$ cat src/rtl/hbridge_drive_ctrl_pkg.sv
// Shared definitions for the H-bridge drive controller: direction codes,
// the illegal-direction check and the controller state encoding.
package hbridge_pkg;

  localparam logic [3:0] DIR_FWD   = 4'b1001;
  localparam logic [3:0] DIR_LEFT  = 4'b1010;
  localparam logic [3:0] DIR_RIGHT = 4'b0101;
  localparam logic [3:0] DIR_STOP  = 4'b0000;

  typedef enum logic [1:0] {
    IDLE = 2'd0,
    RUN  = 2'd1,
    DEAD = 2'd2
  } state_t;

  // A pair driven 11 would short the bridge leg; such codes are rejected.
  function automatic logic dir_illegal(input logic [3:0] dir);
    return (dir[3:2] == 2'b11) || (dir[1:0] == 2'b11);
  endfunction

endpackage

$ cat src/rtl/hbridge_drive_ctrl_if.sv
// Command handshake between navigation logic (master) and the drive controller (slave).
interface hbridge_drive_ctrl_if #(
  parameter int DUTY_W = 8
) ();
  logic              cmd_valid;
  logic              cmd_ready;
  logic [3:0]        cmd_dir;
  logic [DUTY_W-1:0] cmd_duty;

  modport master (output cmd_valid, output cmd_dir, output cmd_duty, input cmd_ready);
  modport slave  (input cmd_valid, input cmd_dir, input cmd_duty, output cmd_ready);
endinterface

$ cat src/rtl/hbridge_drive_ctrl_pwm_gen.sv
// PWM timebase: prescaler, free-running period counter, duty compare and
// a one-cycle strobe on the last tick of each period.
module pwm_gen #(
  parameter int DUTY_W   = 8,
  parameter int PRESCALE = 20
) (
  input  logic              clk,
  input  logic              rst,
  input  logic [DUTY_W-1:0] duty,
  output logic              wrap,
  output logic              pwm_on
);
  localparam int              PS_W    = (PRESCALE > 1) ? $clog2(PRESCALE) : 1;
  localparam logic [DUTY_W-1:0] CNT_MAX = '1;

  logic [PS_W-1:0]   presc_q, presc_d;
  logic [DUTY_W-1:0] pwm_cnt_q, pwm_cnt_d;
  logic              tick;

  always_comb begin
    tick      = (presc_q == PS_W'(PRESCALE - 1));
    presc_d   = tick ? '0 : presc_q + 1'b1;
    pwm_cnt_d = tick ? pwm_cnt_q + 1'b1 : pwm_cnt_q;
    wrap      = tick && (pwm_cnt_q == CNT_MAX);
    // Full-scale duty keeps the output on across the wrap as well.
    pwm_on    = (pwm_cnt_q < duty) || (duty == CNT_MAX);
  end

  always_ff @(posedge clk) begin
    if (rst) begin
      presc_q   <= '0;
      pwm_cnt_q <= '0;
    end else begin
      presc_q   <= presc_d;
      pwm_cnt_q <= pwm_cnt_d;
    end
  end

endmodule

$ cat src/rtl/hbridge_drive_ctrl.sv
// H-bridge drive controller: command handshake, dead-time on reversal and EN PWM.
// Define HBRIDGE_SOFTSTART_EN to ramp duty upward one step per RAMP_STEP_CYC.
module hbridge_drive_ctrl
  import hbridge_pkg::*;
#(
  parameter int DUTY_W        = 8,
  parameter int PRESCALE      = 20,
  parameter int DEADTIME_CYC  = 100000,
  parameter int RAMP_STEP_CYC = 50000
) (
  input  logic                 clk,
  input  logic                 rst,
  input  logic                 sw_ON,
  hbridge_drive_ctrl_if.slave  cmd,
  output logic [3:0]           IN,
  output logic [1:0]           EN,
  output logic                 busy,
  output logic                 fault
);
  localparam int DC_W = $clog2(DEADTIME_CYC + 1);

  if (PRESCALE < 1 || DEADTIME_CYC < 1 || RAMP_STEP_CYC < 1) begin : g_param_check
    $error("hbridge_drive_ctrl: cycle-count parameters must be at least 1");
  end

  state_t            state_q, state_d;
  logic [3:0]        in_q, in_d;
  logic [3:0]        dir_q, dir_d;
  logic [1:0]        en_q, en_d;
  logic              busy_q, busy_d;
  logic              fault_q, fault_d;
  logic              ready_q, ready_d;
  logic [DUTY_W-1:0] duty_cur_q, duty_cur_d;
  logic [DUTY_W-1:0] target_q, target_d;
  logic [DC_W-1:0]   dead_cnt_q, dead_cnt_d;
  logic [DUTY_W-1:0] duty_wrap;
  logic              accept, illegal, wrap, pwm_on;

  pwm_gen #(
    .DUTY_W   (DUTY_W),
    .PRESCALE (PRESCALE)
  ) u_pwm_gen (
    .clk    (clk),
    .rst    (rst),
    .duty   (duty_cur_q),
    .wrap   (wrap),
    .pwm_on (pwm_on)
  );

`ifdef HBRIDGE_SOFTSTART_EN
  localparam int RW = $clog2(RAMP_STEP_CYC + 1);
  logic [RW-1:0] ramp_cnt_q, ramp_cnt_d;
  logic          ramp_ok, ramp_step;

  // Decreases land immediately at the wrap; increases wait for the ramp timer.
  always_comb begin
    ramp_ok   = (ramp_cnt_q == RW'(RAMP_STEP_CYC - 1));
    ramp_step = 1'b0;
    duty_wrap = duty_cur_q;
    if (target_q <= duty_cur_q) begin
      duty_wrap = target_q;
    end else if (ramp_ok) begin
      duty_wrap = duty_cur_q + 1'b1;
      ramp_step = 1'b1;
    end
  end

  always_comb begin
    ramp_cnt_d = ramp_cnt_q;
    if (state_q != RUN || state_d != RUN) begin
      ramp_cnt_d = '0;
    end else if (wrap && ramp_step) begin
      ramp_cnt_d = '0;
    end else if (!ramp_ok) begin
      ramp_cnt_d = ramp_cnt_q + 1'b1;
    end
  end

  always_ff @(posedge clk) begin
    if (rst) ramp_cnt_q <= '0;
    else     ramp_cnt_q <= ramp_cnt_d;
  end
`else
  assign duty_wrap = target_q;
`endif

  always_comb begin
    state_d    = state_q;
    in_d       = in_q;
    dir_d      = dir_q;
    duty_cur_d = duty_cur_q;
    target_d   = target_q;
    dead_cnt_d = dead_cnt_q;
    accept     = cmd.cmd_valid && ready_q;
    illegal    = dir_illegal(cmd.cmd_dir);
    fault_d    = accept && illegal;

    // dir_q remembers the last legal direction, which is also the one pending in DEAD.
    if (accept && !illegal) begin
      target_d = cmd.cmd_duty;
      dir_d    = cmd.cmd_dir;
    end

    if (!sw_ON) begin
      state_d    = IDLE;
      in_d       = DIR_STOP;
      duty_cur_d = '0;
      dead_cnt_d = '0;
    end else begin
      case (state_q)
        IDLE: begin
          if (dir_d != DIR_STOP) begin
            state_d    = RUN;
            in_d       = dir_d;
            duty_cur_d = '0;
          end
        end
        RUN: begin
          if (accept && !illegal && cmd.cmd_dir != in_q) begin
            state_d    = (cmd.cmd_dir == DIR_STOP) ? IDLE : DEAD;
            in_d       = DIR_STOP;
            duty_cur_d = '0;
            dead_cnt_d = '0;
          end else if (wrap) begin
            duty_cur_d = duty_wrap;
          end
        end
        DEAD: begin
          if (dead_cnt_q == DC_W'(DEADTIME_CYC - 1)) begin
            state_d    = RUN;
            in_d       = dir_q;
            dead_cnt_d = '0;
          end else begin
            dead_cnt_d = dead_cnt_q + 1'b1;
          end
        end
        default: begin
          state_d    = IDLE;
          in_d       = DIR_STOP;
          duty_cur_d = '0;
        end
      endcase
    end

    // duty_cur_q is 0 whenever RUN is entered, so EN cannot carry a stale pulse.
    en_d[1] = (state_d == RUN) && (in_d[3:2] != 2'b00) && pwm_on;
    en_d[0] = (state_d == RUN) && (in_d[1:0] != 2'b00) && pwm_on;
    busy_d  = (state_d == DEAD);
    ready_d = (state_d != DEAD);
  end

  always_ff @(posedge clk) begin
    if (rst) begin
      state_q    <= IDLE;
      in_q       <= DIR_STOP;
      dir_q      <= DIR_STOP;
      en_q       <= 2'b00;
      busy_q     <= 1'b0;
      fault_q    <= 1'b0;
      ready_q    <= 1'b0;
      duty_cur_q <= '0;
      target_q   <= '0;
      dead_cnt_q <= '0;
    end else begin
      state_q    <= state_d;
      in_q       <= in_d;
      dir_q      <= dir_d;
      en_q       <= en_d;
      busy_q     <= busy_d;
      fault_q    <= fault_d;
      ready_q    <= ready_d;
      duty_cur_q <= duty_cur_d;
      target_q   <= target_d;
      dead_cnt_q <= dead_cnt_d;
    end
  end

  assign IN            = in_q;
  assign EN            = en_q;
  assign busy          = busy_q;
  assign fault         = fault_q;
  assign cmd.cmd_ready = ready_q;

endmodule

$ cat src/flat_wrapper.sv
// flat-port wrapper written by rule: the top's interface ports become plain ports
module hbridge_drive_ctrl_flat import hbridge_pkg::*;
#(
  parameter int DUTY_W        = 8,
  parameter int PRESCALE      = 20,
  parameter int DEADTIME_CYC  = 100000,
  parameter int RAMP_STEP_CYC = 50000
)
  (clk, rst, sw_ON, IN, EN, busy, fault, cmd_cmd_valid, cmd_cmd_dir, cmd_cmd_duty, cmd_cmd_ready);
  hbridge_drive_ctrl_if #(.DUTY_W(DUTY_W)) cmd_i ();
  input  logic clk;
  input  logic rst;
  input  logic sw_ON;
  output logic [3:0] IN;
  output logic [1:0] EN;
  output logic busy;
  output logic fault;
  input wire logic [$bits(cmd_i.cmd_valid)-1:0] cmd_cmd_valid;
  input wire logic [$bits(cmd_i.cmd_dir)-1:0] cmd_cmd_dir;
  input wire logic [$bits(cmd_i.cmd_duty)-1:0] cmd_cmd_duty;
  output wire logic [$bits(cmd_i.cmd_ready)-1:0] cmd_cmd_ready;
  assign cmd_i.cmd_valid = cmd_cmd_valid;
  assign cmd_i.cmd_dir = cmd_cmd_dir;
  assign cmd_i.cmd_duty = cmd_cmd_duty;
  assign cmd_cmd_ready = cmd_i.cmd_ready;
  hbridge_drive_ctrl #(.DUTY_W(DUTY_W), .PRESCALE(PRESCALE), .DEADTIME_CYC(DEADTIME_CYC), .RAMP_STEP_CYC(RAMP_STEP_CYC)) u_core (.clk(clk), .rst(rst), .sw_ON(sw_ON), .cmd(cmd_i), .IN(IN), .EN(EN), .busy(busy), .fault(fault));
endmodule
$ cat config.mk
export PLATFORM = sky130hd
export DESIGN_NAME = hbridge_drive_ctrl_flat
export DESIGN_NICKNAME = d
export VERILOG_FILES = /design/src/rtl/hbridge_drive_ctrl_pkg.sv /design/src/rtl/hbridge_drive_ctrl_if.sv /design/src/rtl/hbridge_drive_ctrl_pwm_gen.sv /design/src/rtl/hbridge_drive_ctrl.sv /design/src/flat_wrapper.sv
export SDC_FILE = /design/constraint.sdc
export NUM_CORES = 1
export LEC_CHECK = 0
export ABC_AREA = 0
export CORE_MARGIN = 3
export CORE_UTILIZATION = 57
export CTS_BUF_LIST = sky130_fd_sc_hd__clkbuf_16
export DETAILED_ROUTE_END_ITERATION = 7
export PLACE_DENSITY = 0.78
export SLEW_MARGIN = 30
export SYNTH_ARGS = -nofsm -noshare
export SYNTH_HDL_FRONTEND = slang
export SYNTH_SLANG_ARGS = --single-unit
export TNS_END_PERCENT = 50
$ cat constraint.sdc
create_clock -name clk -period 2.54 [get_ports clk]
set_input_delay 0.508 -clock clk [delete_from_list [all_inputs] [get_ports clk]]
set_output_delay 0.508 -clock clk [all_outputs]
set_load 0.05 [all_outputs]
# [Word level (Yosys, flattened, before mapping)]
# Index checks and enable logic that the tools add are counted.
[totals] wordCells=74 register_bits=61 input_bits=16 output_inout_bits=9
[classes] add_sub_neg=3 n_eq_ne=15 reduce_logical=22 bitwise_logic=2 order_cmp=1 mux=19
[ops] cell="$mux 17" n=2
[ops] cell="$pmux 17 s2" n=1
[ops] cell="$mux 8" n=3
[ops] cell="$pmux 8 s3" n=1
[ops] cell="$mux 4" n=5
[ops] cell="$add 17x1->17 const B" n=1
[ops] cell="$eq 17x17->1 const B" n=1
[ops] cell="$eq 8x8->1 const B" n=2
[ops] cell="$pmux 4 s3" n=1
[ops] cell="$mux 2" n=5
[ops] cell="$logic_and 1x1->1" n=9
[ops] cell="$add 8x1->8 const B" n=1
[ops] cell="$eq 2x2->1 const B" n=4
[ops] cell="$lt 8x8->1" n=1
[ops] cell="$pmux 2 s3" n=1
[ops] cell="$reduce_bool 2->1" n=3
[ops] cell="$add 5x1->5 const B" n=1
[ops] cell="$eq 5x5->1 const B" n=1
[ops] cell="$eq 2x1->1 const B" n=2
[ops] cell="$logic_not 4->1" n=1
[ops] cell="$ne 2x1->1 const B" n=2
[ops] cell="$ne 4x4->1" n=1
[ops] cell="$reduce_bool 4->1" n=1
[ops] cell="$reduce_or 2->1" n=2
[ops] cell="other kinds (8)" n=10

# [Longest topological paths before layout]
# Gate-level depths: netlist of the first run.
[logic_depth] word_depth=12 mapped_depth=7 ltp_nobuf=7

# [Cells and area by module]
# A second synthesis of the first run with hierarchy kept.
[unflattened] hier_cells=352 area_unflattened_um2=3104.2
[by_module_without_submodules] module="hbridge_drive_ctrl" area_each_um2=2334.7 seq_area_each_um2=960.9 n_inst=1 cells_per_inst=266
[by_module_without_submodules] module="pwm_gen" area_each_um2=769.5 seq_area_each_um2=260.2 n_inst=1 cells_per_inst=86

# [Worst setup path after synthesis of the first run]
# No wires, ideal clock.
[synth_timing] path_kind="reg-to-reg" start="register u_core.in_q[0], in the netlist u_core.IN[0]" end="register u_core.duty_cur_q[0]" t_arrival_ns=2.046 setup_ns=0.072 stages_incl_launch_ff=6 required_ns=2.468 path_buffers=0 period_less_slack_ns=2.117 slack_ns=0.423 cell_sequence="dfxtp_1 -> xnor2_1 -> nand4_1 -> a211oi_4 -> o2bb2ai_2 -> mux2i_1"
[synth_between] elab_chain_cells=4 elab_cells_between_ends=6 classes_between="eq/ne: 2; mux: 2; reduce/logical: 2"
[synth_lines] item="start, declared" line_no="hbridge_drive_ctrl.sv:27" source="logic [3:0] in_q, in_d;"
[synth_lines] item="start signal, assigned" line_no="hbridge_drive_ctrl.sv:166" source="in_q <= in_d;"
[synth_lines] item="$ne 4x4->1 *" line_no="hbridge_drive_ctrl.sv:119" source="if (accept && !illegal && cmd.cmd_dir != in_q) begin"
[synth_lines] item="$logic_and 1x1->1 *" line_no="hbridge_drive_ctrl.sv:119"
[synth_lines] item="$ne 3x2->1 (no source line) or $mux 8 (tied branches)"
[synth_lines] item="$reduce_and 3->1 (no source line) or $pmux 8 s3 (tied branches)"
[synth_lines] item="end signal, assigned" line_no="hbridge_drive_ctrl.sv:172" source="duty_cur_q <= duty_cur_d;"
[synth_lines] item="end, declared" line_no="hbridge_drive_ctrl.sv:33" source="logic [DUTY_W-1:0] duty_cur_q, duty_cur_d;"
# Mark *: on every way between the ends. The rest lies on a longest branch, timed or not.
# A chain may end at the register's enable or synchronous reset.

# [Final worst setup path of the first run]
[layout_timing] start="register u_core.dead_cnt_q[6]" end="register u_core.in_q[3], in the netlist u_core.IN[3]"
[layout_between] elab_chain_cells=4
[layout_lines] item="start, declared" line_no="hbridge_drive_ctrl.sv:35" source="logic [DC_W-1:0] dead_cnt_q, dead_cnt_d;"
[layout_lines] item="start signal, assigned" line_no="hbridge_drive_ctrl.sv:174" source="dead_cnt_q <= dead_cnt_d;"
[layout_lines] item="$eq 17x17->1" line_no="hbridge_drive_ctrl.sv:129" source="if (dead_cnt_q == DC_W'(DEADTIME_CYC - 1)) begin"
[layout_lines] item="$mux 4" line_no="hbridge_drive_ctrl.sv:129"
[layout_lines] item="$pmux 4 s3" line_no="hbridge_drive_ctrl.sv:110" source="case (state_q)"
[layout_lines] item="$mux 4" line_no="hbridge_drive_ctrl.sv:104" source="if (!sw_ON) begin"
# Every way passes these cells.

==> results of run 1 <==
routing by layer:
metal | GRT usage [%] | share of wire [%] | vias up
met5 | 0 | 0 | -
met4 | 9.29 | 1.4 | 0
met3 | 8.52 | 5.4 | 14
met2 | 40.6 | 48 | 88
met1 | 29.2 | 45 | 1347
li1 | - | - | 1425
final timing paths:
path / from / end / slack (ns) / cells after the start
hold / removal: u_core.duty_wrap[6]$_SDFFE_PP0P_ / u_core.duty_wrap[6]$_SDFFE_PP0P_ / 0.46 / 2
hold reg to reg: u_core.duty_wrap[6]$_SDFFE_PP0P_ / u_core.duty_wrap[6]$_SDFFE_PP0P_ / 0.46 / 2
setup / recovery: u_core.dead_cnt_q[6]$_SDFFE_PP0P_ / u_core.IN[3]$_SDFF_PP0_ / 0.27 / 5
setup reg to reg: u_core.dead_cnt_q[6]$_SDFFE_PP0P_ / u_core.IN[3]$_SDFF_PP0_ / 0.27 / 5
per-stage QoR:
stage / cells / hold slack [ns] / setup slack [ns] / power [W]
global placement: 461 / 0.444 / 0.144 / 0.00122
finish: 477 / 0.457 / 0.274 / 0.00258
detailed placement: 461 / 0.447 / 0.104 / 0.00122
global route: 477 / 0.474 / 0.0878 / 0.00265
floorplan: 367 / 0.433 / 0.423 / 0.00114
CTS: 477 / 0.456 / 0.284 / 0.00259
power by group:
| group | leakage (nW) | internal (W) | switching, W |
|---|---|---|---|
| Combinational | 0.713 | 0.000103 | 0.000118 |
| Sequential | 0.493 | 0.000974 | 0.0000145 |
| Clock | 0.169 | 0.000945 | 0.000425 |
| Total | 1.38 | 0.00202 | 0.000557 |
placed cells by master, fill, tap and decap left out, drive strengths merged, types with 3 or more instances in the layout:
cell type / netlist / routed
xnor2: 6 / 6
a21oi: 29 / 29
a211oi: 13 / 13
nand3: 14 / 14
a221oi: 5 / 5
mux2i: 12 / 12
nand2b: 4 / 4
nor3b: 3 / 3
xor2: 5 / 5
and2: 7 / 7
and3: 3 / 3
a31oi: 4 / 4
o211a: 3 / 3
nand2: 52 / 52
buf: 5 / 17
o21ai: 12 / 12
a22oi: 3 / 3
a311oi: 6 / 6
bufinv: 0 / 3
dfxtp: 61 / 61
clkdlybuf4s50: 0 / 24
or2: 5 / 5
clkbuf: 12 / 9
nor3: 19 / 19
nand4: 12 / 12
ha: 10 / 10
nor4: 3 / 3
nor2: 16 / 16
inv: 13 / 15
or3: 3 / 3
flip-flops by register name, indices dropped and copies added (netlist names):
name	count
u_core.u_pwm_gen.pwm_cnt_q	8
u_core.duty_wrap	8
u_core.IN	4
u_core.dead_cnt_q	17
u_core.EN	2
u_core.u_pwm_gen.presc_q	5
u_core.duty_cur_q	8
u_core.busy	1
u_core.fault	1
u_core.state_q	2
u_core.cmd.cmd_ready	1
u_core.dir_q	4
tightest hold or removal path, delay by kind of cell, from the launching register on:
kind | cells | cell delay [ns]
AOI/OAI and AO/OA | 1 | 0.05
DFF | 1 | 0.31
and+or+nand+nor | 1 | 0.05
layout make-up:
type                            instances  area (µm²)  share of cell area (%)
Timing Repair Buffer                   41         380                    9.85
Multi-Input combinational cell        276        1790                    46.4
Clock buffer                            9         225                    5.83
Inverter                               13        48.8                    1.26
Clock inverter                          7         106                    2.75
Tap cell                               70        87.6                    2.27
Sequential cell                        61        1220                    31.6
cells by family after synthesis:
group	after synthesis	synth area share [%]
flops	61	38.8
buf+inv	30	4.33
simple gates	151	24.9
mux	12	3.81
compound gates	92	21.2
fa+ha+maj	10	3.97
xor+xnor	11	3.06
==> qor.yml, run 1 <==
status: "complete, no violations"
crit_type: "reg2reg"
antenna_left: 0
num-fill-cells: 396
place.port_buffers: 24
leakage_nw: 1.38
cpPeakStageDelay_ns: 0.57
place.gp.congestion: 0.853
post-route-util_pct: 73.7
place_area_um2: 3530
min_period_ns: 2.27
yosys_warnings: 0
cts_buffer_depth: 2
first_pass_iters: 5
drive_above_1_share_pct: 11.8
arrival_ns: 2.51
hold_viol_final: 0
synth_common_cells: "dfxtp_1, nand2_1, a21oi_1"
clk_pin_slew_ns: 0.05
rsz0062_at_grt: "false"
cts_max_level: 3
cts_hold_buffers: 0
num_rows: 26
maxCapViolations: 0
grt_pass1_wl_mm: 12.3
fin_skew_ns: 0.00326
fmax_ghz: 0.441
cts_tree: "yes"
yosys.area.top_type: "dfxtp_1"
fin_area_um2: 3860
drc: 0
synth-edff-count: 0
io_pins: 25
post-synth-top-count-cell: "dfxtp_1"
wirelength_mm: 7.18
numCtsBuffers: 9
hp-class: "reg2reg"
yosys.area.top_type_share_pct: 38.8
cp.buffers_inverters: 0
slowest_stage: "or4b_4"
period_share_pct: 89.2
wl_per_cell_um: 15.0
yosys-top-cells-area: "dfxtp_1, nand2_1, a21oi_1"
dp_hpwl_mm: 4.90
dieArea_um2: 6460
core_um2: 5240
num_antenna_cells: 0
async_flop_share_pct: 0
finalSetupTns_ns: 0
grt_max_degree: 19
powerDensity_nw_per_um2: 668
finalMaxSlewViolations: 0
grt_pass1_vias: 2715
avgSynthCellArea_um2: 8.58
syn-cell-area_um2: 3150
drt_iter0_markers: 187
grt_usage_pct: 24.6
antenna_found_initial: 0
setup_viol: 0
critical_path.top_delay_family: "simple AND/OR/NAND/NOR gates"
slew_headroom_pct: 58.1
die_h_um: 80.3
synth_cells: 367
grt_overflow: 0
worst_slew_pin_slew_ns: 0.623
root_buffer: "clkbuf_16"
initial_core_util_pct: 60.2
peakVddDrop_mv: 0.592
syn_to_final_growth_pct: 22.6
cts_resized: 0
dr_total_vias: 2874
nNetsFinal: 428
worstPathCellList: "or4b_4, nor4_4, a21o_1, a221oi_1, a211oi_2"
die_w_um: 80.3
worstPathRequired_ns: 2.79
yosysSeqAreaShare_pct: 38.8
start_kind: "register"
cts_sinks: 61
via_per_inst: 6.03
synth_cell_type_count: 58
cts_setup_buffers: 0
synth_seq_cells: 61
insertion_delay_ns: 0.33
end_kind: "register"
crit_fanout: 9
syn_nets: 393
synthFlopType: "dfxtp_1"
Note: power is estimated with default switching activity, not from simulation.
==> run 2: changes to the inputs <==
--- a/config.mk
+++ b/config.mk
@@ -11,6 +11,7 @@
 export CTS_BUF_LIST = sky130_fd_sc_hd__clkbuf_16
 export DETAILED_ROUTE_END_ITERATION = 7
 export PLACE_DENSITY = 0.78
+export SKIP_CTS_REPAIR_TIMING = 1
 export SLEW_MARGIN = 30
 export SYNTH_ARGS = -nofsm -noshare
 export SYNTH_HDL_FRONTEND = slang
==> results of run 2 <==
The final DEF is identical to that of run 1; final timing and power are the same.
==> run 3: changes to the inputs <==
--- a/config.mk
+++ b/config.mk
@@ -11,6 +11,7 @@
 export CTS_BUF_LIST = sky130_fd_sc_hd__clkbuf_16
 export DETAILED_ROUTE_END_ITERATION = 7
 export PLACE_DENSITY = 0.78
+export RECOVER_POWER = 25
 export SKIP_CTS_REPAIR_TIMING = 1
 export SLEW_MARGIN = 30
 export SYNTH_ARGS = -nofsm -noshare
==> run 3 against run 2 <==
Critical path depth up 2; largest cell class unchanged; combinational power down 2%; global-route usage unchanged; register-to-register slack better by 0.02 ns; count of clock-buffer cells in the layout unchanged; largest power group unchanged; clock skew down 0.00055 ns; total power about the same.
==> qor.yml, run 3 (synthesized netlist as in run 1, its figures left out) <==
cts_buffer_depth: 2  # unchanged
drc: 0  # unchanged
r2r_slack_ns: 0.29  # was 0.27 ns
wirelength_mm: 7.14  # was 7.18 mm
num_rows: 26  # unchanged
end_kind: "register"  # unchanged
grt_pass1_wl_mm: 12.3  # unchanged
via_per_inst: 5.97  # was 6.03
initial_core_util_pct: 60.2  # unchanged
hold_viol_final: 0  # unchanged
num_antenna_cells: 0  # unchanged
finalSetupTns_ns: 0  # unchanged
total_power_w: 0.00258  # about the same
insertion_delay_ns: 0.33  # about the same
crit_type: "in2reg"  # was reg2reg
grt_overflow: 0  # unchanged
min-delay-start: "u_core.duty_wrap[6]$_SDFFE_PP0P_"  # unchanged
start_kind: "primary input"  # was register
core_um2: 5240  # unchanged
syn_to_final_growth_pct: 22.2  # was 22.6%
crit_fanout: 9  # unchanged
wl_per_cell_um: 15.0  # about the same
worst_slew_pin_slew_ns: 0.666  # was 0.623 ns
dp_hpwl_mm: 4.90  # unchanged
largest-register: "u_core.dead_cnt_q"  # unchanged
status: "complete, no violations"  # unchanged
slew_headroom_pct: 55.6  # was 58.1%
cts_max_level: 3  # unchanged
drive_above_1_share_pct: 11.1  # was 11.8%
rsz0062_at_grt: "false"  # unchanged
peakVddDrop_mv: 0.595  # was 0.592 mV
period_share_pct: 91.3  # was 89.2%
stdcell_count: 477  # unchanged
fmax_ghz: 0.431  # was 0.441 GHz
hp-class: "reg2reg"  # unchanged
io_pins: 25  # unchanged
r2r-end: "u_core.IN[3]$_SDFF_PP0_"  # unchanged
worstPathRequired_ns: 2.74  # was 2.79 ns
grt_pass1_vias: 2715  # unchanged
grt_usage_pct: 24.6  # unchanged
grt_max_degree: 19  # unchanged
maxCapViolations: 0  # unchanged
final_common_cell: "dfxtp_1"  # unchanged
clk_pin_slew_ns: 0.05  # about the same
fin_skew_ns: 0.00270  # was 0.00326 ns
die_h_um: 80.3  # unchanged
first_pass_iters: 4  # was 5
min_period_ns: 2.32  # was 2.27 ns
cts_tree: "yes"  # unchanged
nNetsFinal: 428  # unchanged
dr_total_vias: 2850  # was 2874
holdPathEnd: "u_core.duty_wrap[6]$_SDFFE_PP0P_"  # unchanged
setup_viol: 0  # unchanged
place_inst: 461  # unchanged
place.port_buffers: 24  # unchanged
antenna_left: 0  # unchanged
drt_iter0_markers: 181  # was 187
numCtsBuffers: 9  # unchanged
arrival_ns: 2.52  # was 2.51 ns
worstRegToRegCells: 5  # unchanged
layout_common_cells: "dfxtp_1, nand2_1, a21oi_1"  # unchanged
rr_startpoint: "u_core.dead_cnt_q[6]$_SDFFE_PP0P_"  # unchanged
finalMaxSlewViolations: 0  # unchanged
die_w_um: 80.3  # unchanged
leakage_nw: 1.37  # was 1.38 nW
root_buffer: "clkbuf_16"  # unchanged
dieArea_um2: 6460  # unchanged
powerDensity_nw_per_um2: 669  # was 668 nW/µm²
antenna_found_initial: 0  # unchanged
cts_sinks: 61  # unchanged
min_path_cells: 2  # unchanged
place.gp.congestion: 0.853  # unchanged
largest_register_ffs: 17  # unchanged
[run 3: cell count changes in the layout (fill, tap and decap cells not counted)]
cell             delta
buf_4               -3
clkbuf_1            +3
clkdlybuf4s50_1     -2
dlygate4sd3_1       +2
[run 3: layout make-up]
cell class                 instances  area (µm²)
multi-input combinational        276        1790
fill                             399        1390
tap                               70        87.6
clock buffer                       9         225
inverter                          13        48.8
sequential                        61        1220
timing repair buffer              41         369
clock inverter                     7         106
[run 3: power by group]
part           switching (W)  internal, W  leakage, nW
clock network       0.000426     0.000945        0.169
registers          0.0000146     0.000974        0.493
logic               0.000117     0.000100        0.702
[run 3: worst max path at each step]
stage               slack [ns]                                 end  cells after the start                               from
detailed placement        0.10             u_core.IN[0]$_SDFF_PP0_                      7                     cmd_cmd_dir[2]
CTS                       0.28             u_core.IN[3]$_SDFF_PP0_                      5  u_core.dead_cnt_q[6]$_SDFFE_PP0P_
global route              0.05             u_core.IN[3]$_SDFF_PP0_                      7                     cmd_cmd_dir[3]
finish                    0.22             u_core.IN[3]$_SDFF_PP0_                      7                     cmd_cmd_dir[3]
global placement          0.14  u_core.dead_cnt_q[10]$_SDFFE_PP0P_                      7                     cmd_cmd_dir[2]
floorplan                 0.42   u_core.duty_cur_q[0]$_SDFFE_PP0P_                      5            u_core.IN[0]$_SDFF_PP0_
[run 3: critical path: stages]
cell and delay, ns:
dlygate4sd3_1 0.63, a22oi_1 0.27, clkbuf_1 0.19, a21oi_1 0.12, a21o_1 0.27, a221oi_1 0.41, a211oi_2 0.12
[run 3: metrics by stage]
stage	util, %	hold WS (ns)	setup slack [ns]	cell area, µm²
after floorplan	-	0.433	0.423	3150
after global placement	67.4	0.444	0.144	3530
after detailed placement	67.4	0.447	0.104	3530
after CTS	73.7	0.456	0.284	3860
after global routing	73.5	0.474	0.0452	3850
final	73.5	0.457	0.222	3850
[run 3: layer usage]
layer / global-route usage (%) / vias up / wire [µm]
li1: - / 1428 / -
met1: 29.2 / 1323 / 3160
met2: 40.6 / 87 / 3460
met3: 8.52 / 12 / 412
met4: 9.29 / 0 / 115
met5: 0 / - / 0
